**src/rtl/mm_host_controller.sv**
```systemverilog
// Host-side sequencer for matrix_multiplier: streams A and B into its memory, runs it,
// then streams result matrix C back out over a valid/ready interface.
module mm_host_controller #(
  parameter int N       = 4,
  parameter int DATA_W  = 32,
  parameter int ADDR_W  = 12,
  parameter int TIMEOUT = 65535
) (
  input  logic              clk,
  input  logic              reset,
  input  logic              start,
  input  logic [DATA_W-1:0] in_data,
  input  logic              in_valid,
  output logic              in_ready,
  output logic [DATA_W-1:0] out_data,
  output logic              out_valid,
  input  logic              out_ready,
  output logic [DATA_W-1:0] mm_data_in,
  output logic [ADDR_W-1:0] mm_address,
  output logic              mm_write_enable,
  output logic              mm_reset,
  input  logic [DATA_W-1:0] mm_data_out,
  input  logic              mm_result_ready,
  output logic              busy,
  output logic              done,
  output logic              timeout_err
);

  localparam int NN     = N * N;
  localparam int WAIT_W = $clog2(TIMEOUT + 1);

  localparam logic [ADDR_W-1:0] LOAD_LAST = ADDR_W'(2 * NN - 1);
  localparam logic [ADDR_W-1:0] READ_LAST = ADDR_W'(NN - 1);
  localparam logic [ADDR_W-1:0] C_BASE    = ADDR_W'(2 * NN);
  localparam logic [WAIT_W-1:0] WAIT_LAST = WAIT_W'(TIMEOUT - 1);

  typedef enum logic [2:0] {
    S_IDLE, S_LOAD, S_RUN, S_WAIT, S_RADDR, S_RCAP, S_OUT, S_FIN
  } state_t;

  state_t            state, state_nxt;
  logic [ADDR_W-1:0] k, k_nxt;
  logic [WAIT_W-1:0] wait_cnt, wait_cnt_nxt;
  logic [DATA_W-1:0] out_data_nxt;
  logic              out_valid_nxt;
  logic [DATA_W-1:0] mm_data_in_nxt;
  logic [ADDR_W-1:0] mm_address_nxt;
  logic              mm_write_enable_nxt;
  logic              mm_reset_nxt;
  logic              timeout_err_nxt;

  assign in_ready = (state == S_LOAD);
  assign busy     = (state != S_IDLE);
  assign done     = (state == S_FIN);

  always_ff @(posedge clk or posedge reset) begin
    if (reset) begin
      state           <= S_IDLE;
      k               <= '0;
      wait_cnt        <= '0;
      out_data        <= '0;
      out_valid       <= 1'b0;
      mm_data_in      <= '0;
      mm_address      <= '0;
      mm_write_enable <= 1'b0;
      mm_reset        <= 1'b1;
      timeout_err     <= 1'b0;
    end else begin
      state           <= state_nxt;
      k               <= k_nxt;
      wait_cnt        <= wait_cnt_nxt;
      out_data        <= out_data_nxt;
      out_valid       <= out_valid_nxt;
      mm_data_in      <= mm_data_in_nxt;
      mm_address      <= mm_address_nxt;
      mm_write_enable <= mm_write_enable_nxt;
      mm_reset        <= mm_reset_nxt;
      timeout_err     <= timeout_err_nxt;
    end
  end

  always_comb begin
    state_nxt           = state;
    k_nxt               = k;
    wait_cnt_nxt        = wait_cnt;
    out_data_nxt        = out_data;
    out_valid_nxt       = out_valid;
    mm_data_in_nxt      = mm_data_in;
    mm_address_nxt      = mm_address;
    mm_write_enable_nxt = 1'b0;
    timeout_err_nxt     = timeout_err;

    case (state)
      S_IDLE: begin
        if (start) begin
          state_nxt       = S_LOAD;
          k_nxt           = '0;
          timeout_err_nxt = 1'b0;
        end
      end
      S_LOAD: begin
        if (in_valid) begin
          mm_address_nxt      = k;
          mm_data_in_nxt      = in_data;
          mm_write_enable_nxt = 1'b1;
          k_nxt               = k + 1'b1;
          if (k == LOAD_LAST) state_nxt = S_RUN;
        end
      end
      S_RUN: begin
        wait_cnt_nxt = '0;
        state_nxt    = S_WAIT;
      end
      S_WAIT: begin
        if (mm_result_ready) begin
          state_nxt      = S_RADDR;
          k_nxt          = '0;
          mm_address_nxt = C_BASE;
        end else if (wait_cnt == WAIT_LAST) begin
          state_nxt       = S_FIN;
          timeout_err_nxt = 1'b1;
        end else begin
          wait_cnt_nxt = wait_cnt + 1'b1;
        end
      end
      S_RADDR: begin
        state_nxt = S_RCAP;
      end
      S_RCAP: begin
        out_data_nxt  = mm_data_out;
        out_valid_nxt = 1'b1;
        state_nxt     = S_OUT;
      end
      S_OUT: begin
        if (out_ready) begin
          out_valid_nxt = 1'b0;
          k_nxt         = k + 1'b1;
          if (k == READ_LAST) begin
            state_nxt = S_FIN;
          end else begin
            state_nxt      = S_RADDR;
            mm_address_nxt = C_BASE + k + 1'b1;
          end
        end
      end
      S_FIN: begin
        state_nxt = S_IDLE;
      end
      default: begin
        state_nxt = S_IDLE;
      end
    endcase

    // The engine runs only while a job owns it; its reset is driven from the upcoming state.
    case (state_nxt)
      S_RUN, S_WAIT, S_RADDR, S_RCAP, S_OUT: mm_reset_nxt = 1'b0;
      default:                               mm_reset_nxt = 1'b1;
    endcase
  end

endmodule

```
**config.mk**
```make
export PLATFORM = sky130hd
export DESIGN_NAME = mm_host_controller
export DESIGN_NICKNAME = d
export VERILOG_FILES = /design/src/rtl/mm_host_controller.sv
export SDC_FILE = /design/constraint.sdc
export NUM_CORES = 1
export LEC_CHECK = 0
export BUFFER_PORTS_ARGS = -buffer_cell sky130_fd_sc_hd__buf_2
export CAP_MARGIN = 20
export CORE_MARGIN = 1.5
export CORE_UTILIZATION = 52
export DETAILED_ROUTE_END_ITERATION = 10
export MAX_ROUTING_LAYER = met4
export PLACE_DENSITY = 0.78
export REMOVE_ABC_BUFFERS = 1
export SLEW_MARGIN = 15
export SYNTH_ARGS = -nofsm -noshare
export SYNTH_HDL_FRONTEND = slang
export SYNTH_SLANG_ARGS = --single-unit
```
**constraint.sdc**
```tcl
create_clock -name clk -period 4 [get_ports clk]
set_input_delay 0.8 -clock clk [delete_from_list [all_inputs] [get_ports clk]]
set_output_delay 0.8 -clock clk [all_outputs]
set_load 0.02 [all_outputs]
```
==> results.py, run 1 <==
metrics = {
    "timing": {
        "tightest_slew_ns": 0.816,
        "slew_headroom_pct": 45.6,
        "clock_skew_ns": 0.0111,
        "finalHoldViolCount": 0,
        "max_freq_mhz": 365,
        "finalSetupTns_ns": 0,
        "period_minus_slack_ns": 2.74,
        "setup_viol_count_final": 0,
        "post-route-period-util_pct": 68.4,
        "rsz0062_at_grt": "false",
        "slew_violations": 0,
    },
    "worst_setup_path": {
        "cp.required_ns": 4.25,
        "r2r_start": "state[0]",
        "end_kind": "register",
        "startpoint_type": "register",
        "worstReg2RegEnd": "mm_address[10]",
        "worstPathArrival_ns": 2.99,
        "r2r_cells": 5,
        "timing.reg2reg.setup_slack_ns": 1.26,
        "path_max_fanout": 26,
        "criticalPathCategory": "reg2reg",
    },
    "yosys": {
        "synth_flop_cell": "dfrtp_1",
        "synthSimpleGateAreaFrac_pct": 14.6,
        "syn-instance-count": 464,
        "yosysTopAreaCell": "dfrtp_1",
        "synth_top_family_by_area": "multiplexers",
        "synth.area.top_cells": "dfrtp_1 (53%), mux2_2 (8.1%), mux2_1 (7.0%), nand2_1 (3.3%), o21ai_1 (2.5%)",
        "synth_most_common_cell": "dfrtp_1",
        "seq_area_frac_synth_pct": 53.9,
        "avgSynthCellArea_um2": 11.1,
        "synthTopCellsByCount": "dfrtp_1 (110), nand2_1 (46), mux2_2 (37), mux2_1 (32), o21ai_1 (26)",
        "synth_fa_ha_area_share_pct": 0.728,
        "synth_compound_area_share_pct": 12.1,
        "ys_ff_latch": 111,
        "synth_area_um2": 5160,
        "yosysUniqueCellTypes": 58,
        "synthMuxAreaShare_pct": 15.5,
        "async_reset_ff_share_pct": 100,
        "synth_edf_count": 0,
        "synthXorXnorAreaFrac_pct": 0.170,
        "yosys_warnings": 0,
        "synth_top_area_share_pct": 53.4,
    },
    "floorplan": {
        "core-area_um2": 9680,
        "die_area_um2": 10500,
        "rows": 36,
        "io_pins": 153,
        "start_util_pct": 53.3,
        "die_w_um": 103,
        "die_y_um": 103,
    },
    "power_and_ir_drop": {
        "switching_power_mw": 1.88,
        "p_comb_share_pct": 44.3,
        "p_clk_share_pct": 14.9,
        "power_frac_seq_pct": 40.8,
        "max-vdd-ir-drop_mv": 0.448,
        "p_leak_nw": 2.94,
        "p_int_mw": 2.62,
        "swShare_pct": 41.8,
        "p_total_mw": 4.50,
        "power_density_nw_per_um2": 726,
    },
    "placed_design": {
        "hpwl_mm": 8.76,
        "dp.cells": 729,
        "gp_congestion": 0.907,
        "portBuffers": 152,
    },
    "cts": {
        "root_buffer": "clkbuf_8",
        "clk_pin_slew_worst_paths_ns": 0.10,
        "cts_setup_buffers": 0,
        "cts.sinks": 111,
        "clock_latency_ns": 0.37,
        "clockBufferDepth": 2,
        "numCtsBuffers": 9,
        "cts_hold_buf": 0,
        "post_cts_resized": 0,
        "htreeDepth": 3,
        "tritoncts": "yes",
    },
    "cells_and_area": {
        "multi_input_area_um2": 2220,
        "seqCellArea_um2": 2780,
        "drive_gt1_share_pct": 35.6,
        "final_cells": 745,
        "diodes": 0,
        "fin_nets": 680,
        "area_growth_pct": 20.2,
        "n_fill_cell": 783,
    },
    "grt": {
        "grt_pass1_vias": 3989,
        "overflow": 0,
        "grt_max_degree": 68,
        "grt_usage_pct": 23.6,
        "grt_first_pass_wirelength_mm": 18.7,
        "antenna_found_initial": 0,
    },
    "routing": {
        "post_drt_wl_per_cell_um": 16.0,
        "num_vias": 4169,
        "ant_nets": 0,
        "detail_route.first_pass.iterations": 5,
        "routed_wl_mm": 11.9,
        "initialDrtViolationCount": 186,
        "drc": 0,
        "via_per_inst": 5.60,
    },
    "min_path": {
        "holdPathEnd": "out_valid",
        "min_from": "out_valid",
        "hold_class": "reg2reg",
        "whs_path_depth": 2,
    },
    "run_status": {
        "status": "completed",
    },
    "flow_run": {
        "drv_cap": 0,
    },
}
## through the flow
| step | cell area (um^2) | setup WS [ns] | utilization [%] | hold WS (ns) |
|---|---|---|---|---|
| after floorplan | 5030 | 0.271 | - | 0.465 |
| after detailed placement | 6000 | 1.27 | 62.0 | 0.463 |
| after CTS | 6200 | 1.24 | 64.0 | 0.487 |
| final | 6200 | 1.26 | 64.0 | 0.488 |
| after global routing | 6200 | 1.07 | 64.0 | 0.506 |
| after global placement | 6000 | 1.32 | 62.0 | 0.460 |
## state kept, by name, summed over array words and instances (netlist names)
signal	flops
mm_address	12
out_valid	1
mm_data_in	32
k	12
mm_reset	1
wait_cnt	16
mm_write_enable	1
timeout_err	1
out_data	32
state	3
## power groups by stage
| stage | sequential (mW) | combinational [mW] | clock, mW |
|---|---|---|---|
| 2_1_floorplan | 2.29 | 0.861 | 0 |
| 3_3_place_gp | 1.83 | 1.96 | 0 |
| 3_5_place_dp | 1.86 | 2.01 | 0 |
| 4_1_cts | 1.84 | 2.02 | 0.688 |
| 5_1_grt | 1.91 | 2.17 | 0.720 |
| 6_report | 1.84 | 2.00 | 0.670 |
## routing by layer
metal	up-vias	wire length [um]	global-route usage (%)
li1	1964	-	-
met1	2041	4960	29.6
met4	0	242	9.91
met5	-	0	-
met2	145	6190	39.1
met3	19	534	2.78
## area by class of cell
class | instances | share of cell area, %
flip-flops and latches | 111 | 44.8
multi-input cells | 318 | 35.8
repair buffers | 157 | 12.9
well taps | 133 | 2.68
clock buffers | 12 | 2.66
inverters | 10 | 0.646
clock inverters | 4 | 0.545
## critical path, stage by stage, from the launching register on
cell and delay (ns):
dfrtp_1 0.83, and3b_1 0.41, and2_1 0.25, a32oi_2 0.52, buf_4 0.28, mux2_1 0.32
## cells in the final DEF (no fill, tap or decap), types with 3 or more instances in the layout
master / netlist / final
nand4_1: 7 / 7
dfrtp_1: 110 / 110
o22ai_1: 4 / 4
and2_1: 5 / 5
buf_4: 3 / 5
nand2b_1: 5 / 5
inv_6: 0 / 3
nor2b_1: 3 / 3
o211a_1: 3 / 3
a21oi_1: 15 / 15
nor3_1: 6 / 6
nand2_1: 46 / 46
clkbuf_8: 0 / 12
o31ai_1: 5 / 5
ha_1: 3 / 3
inv_1: 10 / 9
buf_2: 14 / 152
o21ai_0: 16 / 16
or3_1: 3 / 3
mux2_2: 37 / 37
mux2_1: 32 / 32
nor2_1: 23 / 23
and3_1: 6 / 6
o211ai_1: 4 / 4
o21ai_1: 26 / 26
nand3_1: 25 / 25
a31oi_1: 5 / 5
## cells by family (layout without fill, tap and decap cells)
group	after synthesis	after routing
simple gates	145	145
compound gates	98	98
flops	111	111
mux	71	71
buf+inv	35	183
fa+ha+maj	3	3
xor+xnor	1	1
## how the worst max path moves through the flow
stage | startpoint | end | cells after the start
2_1_floorplan | reset | k[0] | 1
3_5_place_dp | state[0] | mm_address[10] | 5
3_3_place_gp | state[0] | mm_address[6] | 5
4_1_cts | state[0] | mm_address[10] | 5
5_1_grt | state[0] | mm_address[10] | 5
6_report | state[0] | mm_address[10] | 5
Power figures use the tool's default switching activity.
==> run 2: changes to the inputs <==
==> constraint.sdc (replaced) <==
create_clock -name clk -period 2.7 [get_ports clk]
set_input_delay 0.54 -clock clk [delete_from_list [all_inputs] [get_ports clk]]
set_output_delay 0.54 -clock clk [all_outputs]
set_load 0.02 [all_outputs]
==> run 2 against run 1 <==
Net effect:
- clock-buffer cell count fell by 3
- fmax rose by 22%
- non-clock buffer count rose by 2
- global-route usage rose by 0.085 points
- first-iteration DRC count rose by 16%
- hold slack got worse by 0.29 ns
- highest routed layer unchanged
- critical endpoint is now k[8]
- critical path depth did not move
- critical path type unchanged
- largest power group unchanged
- setup slack got worse by 0.80 ns
- flip-flop and latch count did not move
- utilization rose by 0.10 points
- combinational power rose by 51%
- total power rose by 49%
==> results.py, run 2 (synthesis gave the netlist of run 1 again) <==
metrics = {
    "timing": {
        "tightest_slew_ns": 0.697,
        "slew_headroom_pct": 53.4,
        "clock_skew_ns": 0.00980,
        "period_minus_slack_ns": 2.23,
        "rsz0062_at_grt": "false",
        "setup_viol_count_final": 0,
        "max_freq_mhz": 447,
        "finalHoldViolCount": 0,
        "layout_setup_ws_ns": 0.465,
        "post-route-period-util_pct": 82.8,
        "slew_violations": 0,
    },
    "cells_and_area": {
        "final_cells": 747,
        "n_fill_cell": 798,
        "post-route-util_pct": 64.1,
        "largest_registers": "mm_data_in (32), out_data (32), wait_cnt (16)",
        "area_growth_pct": 20.4,
        "final_common_cell": "buf_2",
        "fin_nets": 682,
        "final_area_um2": 6210,
        "final_cell_mix": "buf_2 (152), dfrtp_1 (110), nand2_1 (46)",
        "diodes": 0,
        "drive_gt1_share_pct": 35.8,
    },
    "cts": {
        "htreeDepth": 3,
        "cts.sinks": 111,
        "cts_hold_buf": 0,
        "tritoncts": "yes",
        "clockBufferDepth": 2,
        "post_cts_resized": 0,
        "clock_latency_ns": 0.38,
        "cts_setup_buffers": 0,
        "clk_pin_slew_worst_paths_ns": 0.12,
        "root_buffer": "clkbuf_8",
        "numCtsBuffers": 9,
    },
    "power_and_ir_drop": {
        "p_leak_nw": 2.95,
        "max-vdd-ir-drop_mv": 0.673,
        "power_density_nw_per_um2": 1080,
        "p_total_mw": 6.69,
    },
    "floorplan": {
        "die_y_um": 103,
        "start_util_pct": 53.3,
        "die_w_um": 103,
        "io_pins": 153,
        "core-area_um2": 9680,
        "die_area_um2": 10500,
        "rows": 36,
    },
    "worst_setup_path": {
        "startpoint_type": "register",
        "path_max_fanout": 17,
        "cp.depth": 5,
        "cp_common_cell": "nand2_1",
        "criticalPathCategory": "reg2reg",
        "timing.reg2reg.setup_slack_ns": 0.47,
        "cp.required_ns": 2.99,
        "cp_num_buf_inv": 0,
        "end_kind": "register",
        "max_stage_delay_ns": 0.69,
        "crit_slowest_cell": "dfrtp_1",
        "cp_top_family": "simple AND/OR/NAND/NOR gates",
        "crit_chain": "and3b_1, nand2_1, nand2b_1, nand2_1, o31ai_1",
        "worstPathArrival_ns": 2.52,
        "r2r_cells": 5,
    },
    "grt": {
        "grt_max_degree": 48,
        "grt_pass1_vias": 3975,
        "antenna_found_initial": 0,
        "grt_first_pass_wirelength_mm": 18.9,
        "overflow": 0,
        "grt_usage_pct": 23.7,
    },
    "routing": {
        "initialDrtViolationCount": 216,
        "post_drt_wl_per_cell_um": 16.3,
        "num_vias": 4182,
        "detail_route.first_pass.iterations": 6,
        "via_per_inst": 5.60,
        "ant_nets": 0,
        "routed_wl_mm": 12.2,
        "drc": 0,
    },
    "run_status": {
        "status": "completed",
    },
    "min_path": {
        "hold_class": "in2async",
    },
    "placed_design": {
        "dpl_cell_area_um2": 6020,
        "hpwl_mm": 8.84,
        "portBuffers": 152,
        "dp.cells": 731,
        "gp_congestion": 0.884,
        "place_ws_ns": 0.518,
    },
    "flow_run": {
        "drv_cap": 0,
    },
}
==> run 2: changes by cell type in the layout (fill, tap and decap cells not counted) <==
cell        before  now
clkbuf_8        12    9
buf_4            5    7
inv_8            0    2
clkinv_2         0    1
clkinv_4         0    1
clkinv_8         0    1
clkinvlp_4       1    0
inv_6            3    2
==> run 2: report_power, final <==
part	internal (mW)	total, mW	switching [mW]	leakage [nW]
Combinational	1.18	3.02	1.84	1.49
Clock	0.364	0.987	0.623	0.101
Sequential	2.29	2.69	0.392	1.36
Total	3.83	6.69	2.86	2.95
==> run 2: layout make-up <==
class	count	area [um^2]	share of cell area, %
multi-input cells	318	2220	35.7
clock inverters	7	70.1	1.13
well taps	133	166	2.68
clock buffers	9	124	1.99
inverters	10	40.0	0.645
flip-flops and latches	111	2780	44.7
repair buffers	159	813	13.1
==> run 2: routing by layer <==
layer | vias to the layer above | track usage, % | part of all wire [%]
li1 | 1970 | - | -
met1 | 2045 | 29.8 | 41
met2 | 146 | 38.8 | 52
met3 | 21 | 2.98 | 4.8
met4 | 0 | 10.3 | 1.9
met5 | - | - | 0
==> run 2: worst paths after layout <==
path | start | endpoint
min in group clk | in_data[23] | mm_data_in[23]
min reg2reg | mm_data_in[16] | mm_data_in[16]
max in group asynchronous | reset | out_data[19]
min | reset | mm_data_in[9]
max | state[2] | k[8]
max reg2reg | state[2] | k[8]
==> run 2: stage by stage <==
step	hold WS, ns	TNS [ns]
3_5_place_dp	0.471	0
4_1_cts	0.214	0
5_1_grt	0.247	0
3_3_place_gp	0.461	0
6_report	0.197	0
2_1_floorplan	0.465	-84.66
